## src/rtl/mem_stage_unit.sv

```systemverilog
// mem_stage_unit: MEM pipeline stage. Issues data-memory loads/stores from the
// EX/MEM register, stalls upstream while an access is outstanding, and
// registers the completed instruction into the MEM/WB (W) outputs.
// Optional build macro: MEM_TIMEOUT_EN enables a BUSY watchdog that aborts
// an access after TIMEOUT_CYCLES cycles without ack and sets sticky MemErr.
module mem_stage_unit #(
  parameter int unsigned TIMEOUT_CYCLES = 64
) (
  input  logic        clk,
  input  logic        reset,
  input  logic        PCSrcM,
  input  logic        RegWriteM,
  input  logic        MemtoRegM,
  input  logic        MemWriteM,
  input  logic [3:0]  RdM,
  input  logic [31:0] ALUResultM,
  input  logic [31:0] WriteDataM,
  output logic        dmem_req,
  output logic        dmem_we,
  output logic [31:0] dmem_addr,
  output logic [31:0] dmem_wdata,
  input  logic        dmem_ack,
  input  logic [31:0] dmem_rdata,
  output logic        StallM,
  output logic        PCSrcW,
  output logic        RegWriteW,
  output logic        MemtoRegW,
  output logic [3:0]  RdW,
  output logic [31:0] ALUOutW,
  output logic [31:0] ReadDataW,
  output logic        MemErr
);

  typedef enum logic [1:0] {S_IDLE, S_BUSY, S_DONE} state_t;

  if ((TIMEOUT_CYCLES < 1) || (TIMEOUT_CYCLES > 255)) begin : g_bad_timeout
    $error("TIMEOUT_CYCLES must be in 1..255");
  end

  state_t      r_state;
  logic [31:0] r_buf;
  logic        w_acc;

`ifdef MEM_TIMEOUT_EN
  localparam logic [7:0] LP_WD_LAST = 8'(TIMEOUT_CYCLES - 1);
  logic [7:0] r_wdog;
  logic       r_to;
  logic       r_err;
  assign MemErr = r_err;
`else
  assign MemErr = 1'b0;
`endif

  assign w_acc = MemtoRegM | MemWriteM;

  // Hold upstream while an access is being launched or is outstanding
  assign StallM = (r_state == S_BUSY) | ((r_state == S_IDLE) & w_acc);

  // Stage FSM: memory request handshake and W-stage register updates
  always_ff @(posedge clk) begin
    if (reset) begin
      r_state    <= S_IDLE;
      r_buf      <= '0;
      dmem_req   <= 1'b0;
      dmem_we    <= 1'b0;
      dmem_addr  <= '0;
      dmem_wdata <= '0;
      PCSrcW     <= 1'b0;
      RegWriteW  <= 1'b0;
      MemtoRegW  <= 1'b0;
      RdW        <= '0;
      ALUOutW    <= '0;
      ReadDataW  <= '0;
`ifdef MEM_TIMEOUT_EN
      r_wdog     <= '0;
      r_to       <= 1'b0;
      r_err      <= 1'b0;
`endif
    end else begin
      case (r_state)
        S_IDLE: begin
          if (w_acc) begin
            dmem_req   <= 1'b1;
            dmem_we    <= MemWriteM;
            dmem_addr  <= ALUResultM;
            dmem_wdata <= WriteDataM;
            PCSrcW     <= 1'b0;
            RegWriteW  <= 1'b0;
            MemtoRegW  <= 1'b0;
            r_state    <= S_BUSY;
`ifdef MEM_TIMEOUT_EN
            r_wdog     <= '0;
            r_to       <= 1'b0;
`endif
          end else begin
            PCSrcW    <= PCSrcM;
            RegWriteW <= RegWriteM;
            MemtoRegW <= MemtoRegM;
            RdW       <= RdM;
            ALUOutW   <= ALUResultM;
          end
        end
        S_BUSY: begin
          PCSrcW    <= 1'b0;
          RegWriteW <= 1'b0;
          MemtoRegW <= 1'b0;
          if (dmem_ack) begin
            if (!dmem_we) r_buf <= dmem_rdata;
            dmem_req <= 1'b0;
            r_state  <= S_DONE;
`ifdef MEM_TIMEOUT_EN
          end else if (r_wdog == LP_WD_LAST) begin
            // ack on the timeout edge takes the branch above, so no error then
            dmem_req <= 1'b0;
            r_err    <= 1'b1;
            r_to     <= 1'b1;
            r_state  <= S_DONE;
          end else begin
            r_wdog <= r_wdog + 8'd1;
`endif
          end
        end
        S_DONE: begin
          PCSrcW    <= PCSrcM;
          RegWriteW <= RegWriteM;
          MemtoRegW <= MemtoRegM;
          RdW       <= RdM;
          ALUOutW   <= ALUResultM;
          if (MemtoRegM) ReadDataW <= r_buf;
`ifdef MEM_TIMEOUT_EN
          if (r_to) begin
            RegWriteW <= 1'b0;
            ReadDataW <= '0;
          end
`endif
          r_state <= S_IDLE;
        end
        default: r_state <= S_IDLE;
      endcase
    end
  end

endmodule

```

## config.mk

```make
export PLATFORM = sky130hd
export DESIGN_NAME = mem_stage_unit
export DESIGN_NICKNAME = d
export VERILOG_FILES = /design/src/rtl/mem_stage_unit.sv
export SDC_FILE = /design/constraint.sdc
export NUM_CORES = 1
export LEC_CHECK = 0
export CAP_MARGIN = 20
export CORE_MARGIN = 2
export CORE_UTILIZATION = 40
export DETAILED_ROUTE_END_ITERATION = 8
export GPL_ROUTABILITY_DRIVEN = 1
export PLACE_DENSITY = 0.81
export SLEW_MARGIN = 20
export SYNTH_ARGS = -nofsm -noshare
export SYNTH_HDL_FRONTEND = slang
export SYNTH_SLANG_ARGS = --single-unit
```

## constraint.sdc

```tcl
create_clock -name clk -period 1.55 [get_ports clk]
set_input_delay 0.31 -clock clk [delete_from_list [all_inputs] [get_ports clk]]
set_output_delay 0.31 -clock clk [all_outputs]
set_load 0.01 [all_outputs]
```

==> results_tabular.tex, run 1 <==
\begin{tabular}{lr}
\hline
Metric & Value \\
\hline
\multicolumn{2}{l}{\textbf{Final layout}} \\
Number of filler cells placed in the layout & 1427 \\
Multi-input logic area & 0.002744 mm\^{}2 \\
Most common cell after layout, fill and taps aside & sky130\_fd\_sc\_hd\_\_nand2\_1 \\
Top library cells by usage in the layout, fill and taps aside & sky130\_fd\_sc\_hd\_\_nand2\_1 (261), sky130\_fd\_sc\_hd\_\_dfxtp\_1 (169), sky130\_fd\_sc\_hd\_\_dlygate4sd2\_1 (137), sky130\_fd\_sc\_hd\_\_a21oi\_1 (133), sky130\_fd\_sc\_hd\_\_clkdlybuf4s50\_1 (105) \\
Antenna cell count & 0 \\
Layout overhead on the synthesized area & 54.63\% \\
Final cell count without fillers & 1235 \\
Footprint of the flip-flops and latches & 0.003426 mm\^{}2 \\
Fraction of final layout cells with drive strength greater than 1 & 0.08440 \\
Post-layout net count & 1118 \\
\multicolumn{2}{l}{\textbf{Timing}} \\
Tmin final & 1.572 ns \\
Timing-limited maximum frequency & 0.6360 GHz \\
Final worst-path setup slack & -0.02243 ns \\
Total of endpoints with negative setup slack in the final report & 1 \\
Worst hold margin & 0.2275 ns \\
RSZ-0062 raised after global routing & yes \\
Final-report hold violation count & 0 \\
Clock tree skew after final layout & 0.007986 ns \\
Ratio of final minimum period to clock period & 1.014 \\
Final count of pins violating max slew & 0 \\
\multicolumn{2}{l}{\textbf{Hold path}} \\
Hold worst-path end & dmem\_addr[15] \\
Hold depth & 2 \\
Beginning of the worst hold path & reset \\
Worst hold path type & input port to register \\
\multicolumn{2}{l}{\textbf{Setup path}} \\
Critical path capture point type & output pin \\
Worst path bufs/invs & 2 \\
Setup slack of the most critical reg-to-reg path & 0.01 ns \\
Critical Path Source & r\_state[0] \\
R2R depth & 8 \\
Crit path top cell by count & sky130\_fd\_sc\_hd\_\_buf\_6 \\
CP cell instances & buf\_6, ha\_4, nand2b\_4, buf\_6 \\
Worst EP arrival & 1.26 ns \\
End of the worst register-to-register path & ALUOutW[13] \\
Critical Path Stages & 4 \\
Slowest Stage Delay on Critical Path & 0.33 ns \\
Class of the most critical setup path & register to output pin \\
Required time at the worst-slack endpoint & 1.24 ns \\
Source of the worst register-to-register timing path & r\_state[1] \\
Slowest library cell on the worst path & sky130\_fd\_sc\_hd\_\_dfxtp\_2 \\
Gate family responsible for the most delay along the worst path & flip-flops \\
Kind of launch point of the worst setup path & register \\
Largest driver fanout on the critical path & 2 \\
\multicolumn{2}{l}{\textbf{Synthesis}} \\
Avg Synthesized Cell Area & 8.425 um\^{}2 \\
Mapped Nets & 871 \\
Syn. warnings & 0 \\
Cell area after technology mapping & 0.006395 mm\^{}2 \\
Portion of the post-synthesis area used by sequential elements & 0.5353 \\
Synthesized netlist cell count & 759 \\
Synth unique cells & 28 \\
Number of flip-flops and latches in the synthesized netlist & 171 \\
\multicolumn{2}{l}{\textbf{Route}} \\
Length of the first detailed-routing pass in iterations & 4 \\
Wire length reported by the detailed router & 17.55 mm \\
Post-DR wirelength/cell & 14.21 um \\
Via count & 5801 \\
Remaining antenna violation count after routing & 0 \\
DR iter-0 viols & 214 \\
DR DRC count & 0 \\
Via count normalized by instance count & 4.697 \\
\multicolumn{2}{l}{\textbf{Die}} \\
Horiz. Die Dim & 130.4 um \\
Die outline height & 130.4 um \\
Starting Density & 0.4055 \\
Total number of placement rows & 46 \\
Floorplan Core Area & 0.01577 mm\^{}2 \\
Total die area & 0.01701 mm\^{}2 \\
\# IOs & 246 \\
\multicolumn{2}{l}{\textbf{Outcome}} \\
Violated checks & setup timing \\
Outcome & finished with violations \\
\multicolumn{2}{l}{\textbf{Power}} \\
Leakage power & 4.444 nW \\
Worst IR Drop VDD & 0.8029 mV \\
Power density normalized to cell area & 1147 mW/mm\^{}2 \\
\multicolumn{2}{l}{\textbf{Clock tree}} \\
Clk\_lat worst skew & 0.42 ns \\
Root cell of the clock tree & sky130\_fd\_sc\_hd\_\_clkbuf\_16 \\
Clock transition at path regs & 0.06 ns \\
Maximum number of buffers from clock root to sink & 2 \\
Clock sinks & 171 \\
CTS tree & done \\
H-tree level count & 4 \\
CTS Buf Count & 17 \\
\multicolumn{2}{l}{\textbf{Global route}} \\
Global-route usage over all layers & 0.2011 \\
Overall overflow remaining after global route & 0 \\
First-pass GRT wire length & 26.83 mm \\
Via count of the first global-routing pass & 5476 \\
Maximum number of pins on one net before global-route repair & 66 \\
Antenna violations before repair & 0 \\
\multicolumn{2}{l}{\textbf{Placement}} \\
HPWL after detailed placement & 11.95 mm \\
Input/output buffers & 244 \\
Routability-driven placement congestion ratio & 0.7823 \\
Cell Count Post-Placement & 1196 \\
\multicolumn{2}{l}{\textbf{Flow run}} \\
Max-capacitance violation count & 0 \\
\hline
\end{tabular}
==> cell usage after synthesis (all sizes together) <==
master  instances  area, um^2
a21o            1       7.510
nor2            1       3.750
nor3b           1       12.51
nor2b           1       6.260
or3b            1       8.760
buf            35       205.2
mux2i          36       360.4
nor3            1       5.000
a22o            2       17.52
nand2         261       979.7
o21ai           1       5.000
a311oi          1       8.760
nand3b          2       15.01
a211oi          1       12.51
nand2b         74       462.9
or3             1       6.260
a21oi         134       670.6
clkbuf         21       78.83
and2            1       6.260
dfxtp         171        3423
conb            1       3.750
ha              5       62.56
and3b           1       8.760
nand3           1       5.000
inv             3       11.26
o21a            1       7.510
==> sequential cells by signal (all words and copies together) (netlist names) <==
register    cells
ALUOutW        32
ReadDataW      32
dmem_addr      32
dmem_wdata     32
r_buf          32
RdW             4
r_state         2
MemtoRegW       1
PCSrcW          1
RegWriteW       1
dmem_req        1
dmem_we         1
==> power by group <==
part,internal (W),switching (W),leakage [nW]
sequential,0.00472,0.000148,1.40
combinational,0.00111,0.00108,2.76
clock,0.00255,0.00173,0.290
total,0.00838,0.00296,4.44
==> routing by layer <==
metal / wire length, um / global-route usage
met1: 7285 / 0.2332
met2: 8513 / 0.3486
met5: 0 / 0
met4: 437 / 0.07509
met3: 1315 / 0.06474
==> worst max-delay path by stage <==
stage	to	slack [ns]
CTS	StallM	-0.12
detailed placement	dmem_wdata[31]	-0.40
global route	ALUOutW[21]	-0.08
floorplan	ALUOutW[10]	0.03
finish	StallM	-0.02
global placement	dmem_wdata[11]	-0.36
==> repair_timing <==
action / CTS / global route
setup endpoints to repair: 242 / 72
buffers inserted: 3 / 1
cloned: 3 / 0
endpoints found under the hold margin: 0 / 0
pin swaps: 0 / 1
hold buffers: 0 / 0
gates resized for setup: 156 / 11
==> area by class of cell <==
type / count / area share
multi-input combinational: 529 / 0.2775
clock buffer: 23 / 0.04935
timing repair buffer: 284 / 0.2867
sequential: 171 / 0.3465
tap: 216 / 0.02733
clock inverter: 9 / 0.01126
inverter: 3 / 0.001392
==> through the flow <==
stage	TNS (ns)	setup WS (ns)	power [W]	area, um^2	utilization
2_1_floorplan	0	0.03039	0.005982	6395	-
3_3_place_gp	-33.82	-0.3578	0.007154	9271	0.5879
3_5_place_dp	-38.25	-0.4049	0.007211	9271	0.5879
4_1_cts	-0.1248	-0.1248	0.01143	9839	0.6239
5_1_grt	-1.541	-0.07865	0.01183	9888	0.6270
6_report	-0.02243	-0.02243	0.01134	9888	0.6270
==> logic make-up (layout without fill, tap and decap cells) <==
group / count (synthesis) / count (layout) / share of synthesized area
AO/OA/AOI/OAI: 141 / 141 / 0.1141
adder cells (fa/ha/maj): 5 / 5 / 0.009783
buffers and inverters: 59 / 319 / 0.04617
flip-flops: 171 / 171 / 0.5353
multiplexers: 36 / 36 / 0.05635
other: 1 / 1 / 0.0005864
AND/OR/NAND/NOR: 346 / 346 / 0.2377
Note: power is estimated with default switching activity, not from simulation.
==> run 2: changes to the inputs <==
--- a/config.mk
+++ b/config.mk
@@ -6,10 +6,9 @@
 export NUM_CORES = 1
 export LEC_CHECK = 0
 export CAP_MARGIN = 20
-export CORE_MARGIN = 2
 export CORE_UTILIZATION = 40
 export DETAILED_ROUTE_END_ITERATION = 8
-export GPL_ROUTABILITY_DRIVEN = 1
+export GPL_ROUTABILITY_DRIVEN = 0
 export PLACE_DENSITY = 0.81
 export SLEW_MARGIN = 20
 export SYNTH_ARGS = -nofsm -noshare
==> run 2 against run 1 <==
The flow still finishes with violations (setup timing). Die area shrank 3.0%. Clock skew is essentially flat. First-iteration DRC count grew 23%. Critical path depth grew 1. Wire length grew 5.2%. Clock power grew 6.5%. Setup slack lost 0.057 ns. Count of clock-buffer cells in the layout shrank 1. Register-to-register slack lost 0.02 ns. Final area grew 1.7%. Flip-flop and latch count is the same. Worst hold slack gained 0.025 ns. Critical endpoint unchanged. Largest cell class unchanged. Highest routed layer unchanged.
==> results_tabular.tex, run 2 (synthesized netlist as in run 1, its figures left out) <==
\begin{tabular}{lr}
\hline
Metric & Value \\
\hline
\multicolumn{2}{l}{\textbf{Power}} \\
Combinational share of power & 0.194 \\
Power spent charging and discharging nets & 0.002996 W \\
Worst IR Drop VDD & 0.7839 mV \\
Internal Power & 0.008711 W \\
Part of the total power dissipated in sequential elements & 0.416 \\
Power density normalized to cell area & 1164 mW/mm\^{}2 \\
Net switching share of the total power & 0.2559 \\
Clock share of power & 0.389 \\
Leakage power & 4.529 nW \\
\multicolumn{2}{l}{\textbf{Route}} \\
DR DRC count & 0 \\
Wire length reported by the detailed router & 18.47 mm \\
Via count & 5896 \\
DR iter-0 viols & 264 \\
Post-DR wirelength/cell & 14.97 um \\
Remaining antenna violation count after routing & 0 \\
Length of the first detailed-routing pass in iterations & 4 \\
Via count normalized by instance count & 4.778 \\
\multicolumn{2}{l}{\textbf{Global route}} \\
Overall overflow remaining after global route & 0 \\
First-pass GRT wire length & 27.55 mm \\
Global-route usage over all layers & 0.2112 \\
Antenna violations before repair & 0 \\
Via count of the first global-routing pass & 5689 \\
Maximum number of pins on one net before global-route repair & 66 \\
\multicolumn{2}{l}{\textbf{Die}} \\
Total number of placement rows & 45 \\
Die outline height & 128.4 um \\
Total die area & 0.01650 mm\^{}2 \\
Floorplan Core Area & 0.01543 mm\^{}2 \\
Starting Density & 0.4145 \\
Horiz. Die Dim & 128.4 um \\
\# IOs & 246 \\
\multicolumn{2}{l}{\textbf{Final layout}} \\
Fraction of final layout cells with drive strength greater than 1 & 0.09873 \\
Number of filler cells placed in the layout & 1303 \\
Final non-filler cell area & 0.01005 mm\^{}2 \\
Top library cells by usage in the layout, fill and taps aside & sky130\_fd\_sc\_hd\_\_nand2\_1 (259), sky130\_fd\_sc\_hd\_\_dfxtp\_1 (169), sky130\_fd\_sc\_hd\_\_dlygate4sd2\_1 (137), sky130\_fd\_sc\_hd\_\_a21oi\_1 (125), sky130\_fd\_sc\_hd\_\_clkdlybuf4s50\_1 (105) \\
Post-layout net count & 1122 \\
Most common cell after layout, fill and taps aside & sky130\_fd\_sc\_hd\_\_nand2\_1 \\
Layout overhead on the synthesized area & 57.23\% \\
Antenna cell count & 0 \\
Final cell count without fillers & 1234 \\
\multicolumn{2}{l}{\textbf{Clock tree}} \\
Clock sinks & 171 \\
Maximum number of buffers from clock root to sink & 2 \\
Root cell of the clock tree & sky130\_fd\_sc\_hd\_\_clkbuf\_16 \\
Clock transition at path regs & 0.06 ns \\
H-tree level count & 4 \\
CTS Buf Count & 17 \\
Hold Buf Count CTS & 0 \\
CTS tree & done \\
Clk\_lat worst skew & 0.41 ns \\
\multicolumn{2}{l}{\textbf{Timing}} \\
Ratio of final minimum period to clock period & 1.051 \\
Tmin final & 1.629 ns \\
Final-report hold violation count & 0 \\
Final count of pins violating max slew & 0 \\
Worst hold margin & 0.2522 ns \\
Final worst-path setup slack & -0.07919 ns \\
Clock tree skew after final layout & 0.007711 ns \\
RSZ-0062 raised after global routing & yes \\
Timing-limited maximum frequency & 0.6138 GHz \\
Total of endpoints with negative setup slack in the final report & 2 \\
\multicolumn{2}{l}{\textbf{Placement}} \\
Input/output buffers & 244 \\
Cell Count Post-Placement & 1186 \\
HPWL after detailed placement & 11.53 mm \\
Dpl ws & -0.4118 ns \\
Placed cell area & 0.009178 mm\^{}2 \\
\multicolumn{2}{l}{\textbf{Setup path}} \\
Largest driver fanout on the critical path & 3 \\
Slowest library cell on the worst path & sky130\_fd\_sc\_hd\_\_dfxtp\_2 \\
Kind of launch point of the worst setup path & register \\
Required time at the worst-slack endpoint & 1.24 ns \\
Crit path top cell by count & sky130\_fd\_sc\_hd\_\_buf\_6 \\
Critical path capture point type & output pin \\
Worst EP arrival & 1.32 ns \\
CP cell instances & inv\_4, buf\_6, ha\_4, nand2b\_4, buf\_6 \\
Class of the most critical setup path & register to output pin \\
Slowest Stage Delay on Critical Path & 0.35 ns \\
\multicolumn{2}{l}{\textbf{Outcome}} \\
Violated checks & setup timing \\
Outcome & finished with violations \\
\multicolumn{2}{l}{\textbf{Flow run}} \\
Max-capacitance violation count & 0 \\
\multicolumn{2}{l}{\textbf{Hold path}} \\
Worst hold path type & input port to register \\
\hline
\end{tabular}
run 2: what timing repair did:
item,CTS,global route
buffers inserted,3,4
gates cloned,3,7
resized for setup,159,18
setup endpoints to repair,239,98
pin swaps,1,2
run 2: routing by layer:
layer	part of all wire	vias to the layer above	track usage	wire length, um
met4	0.022	0	0.07751	408
met5	0	-	0	0
li1	-	2945	-	-
met3	0.074	27	0.07692	1358
met1	0.41	2737	0.2364	7574
met2	0.49	187	0.3676	9126
run 2: layout make-up:
class	count	area (um^2)	share of cell area
repair buffers	288	2932	0.2916
clock inverters	10	161.4	0.01605
flip-flops and latches	171	3426	0.3407
multi-input cells	529	2784	0.2769
clock buffers	22	474.2	0.04716
well taps	211	264.0	0.02626
inverters	3	13.76	0.001369
run 2: path summary, 6_finish.rpt:
| check | start | end | slack (ns) | depth (start not counted) |
|---|---|---|---|---|
| worst max-delay path | r_state[1] | StallM | -0.08 | 5 |
| worst min-delay path | reset | dmem_addr[4] | 0.25 | 2 |
| worst max register to register | r_state[1] | ALUOutW[21] | -0.01 | 8 |
| worst min register to register | r_buf[1] | ReadDataW[1] | 0.45 | 2 |
run 2: metrics by stage:
stage,TNS [ns],total power (W),utilization
6_report,-0.08525,0.01171,0.6517
5_1_grt,-2.161,0.01219,0.6517
4_1_cts,-0.1167,0.01170,0.6361
3_5_place_dp,-37.28,0.007171,0.5949
3_3_place_gp,-34.29,0.007125,0.5949
2_1_floorplan,0,0.005982,-
run 2: power by group through the flow:
| stage | clock network [W] | registers, W | logic, W |
|---|---|---|---|
| after floorplan | 0 | 0.00509 | 0.000888 |
| after CTS | 0.00466 | 0.00487 | 0.00216 |
| after global placement | 0 | 0.00496 | 0.00216 |
| after detailed placement | 0 | 0.00498 | 0.00219 |
| final | 0.00456 | 0.00487 | 0.00228 |
| after global routing | 0.00482 | 0.00491 | 0.00246 |
run 2: critical path, delay by kind of cell (launching register included):
family / cells / cell delay, ns
flops: 1 / 0.35
buf+inv: 3 / 0.28
fa+ha+maj: 1 / 0.15
simple gates: 1 / 0.13
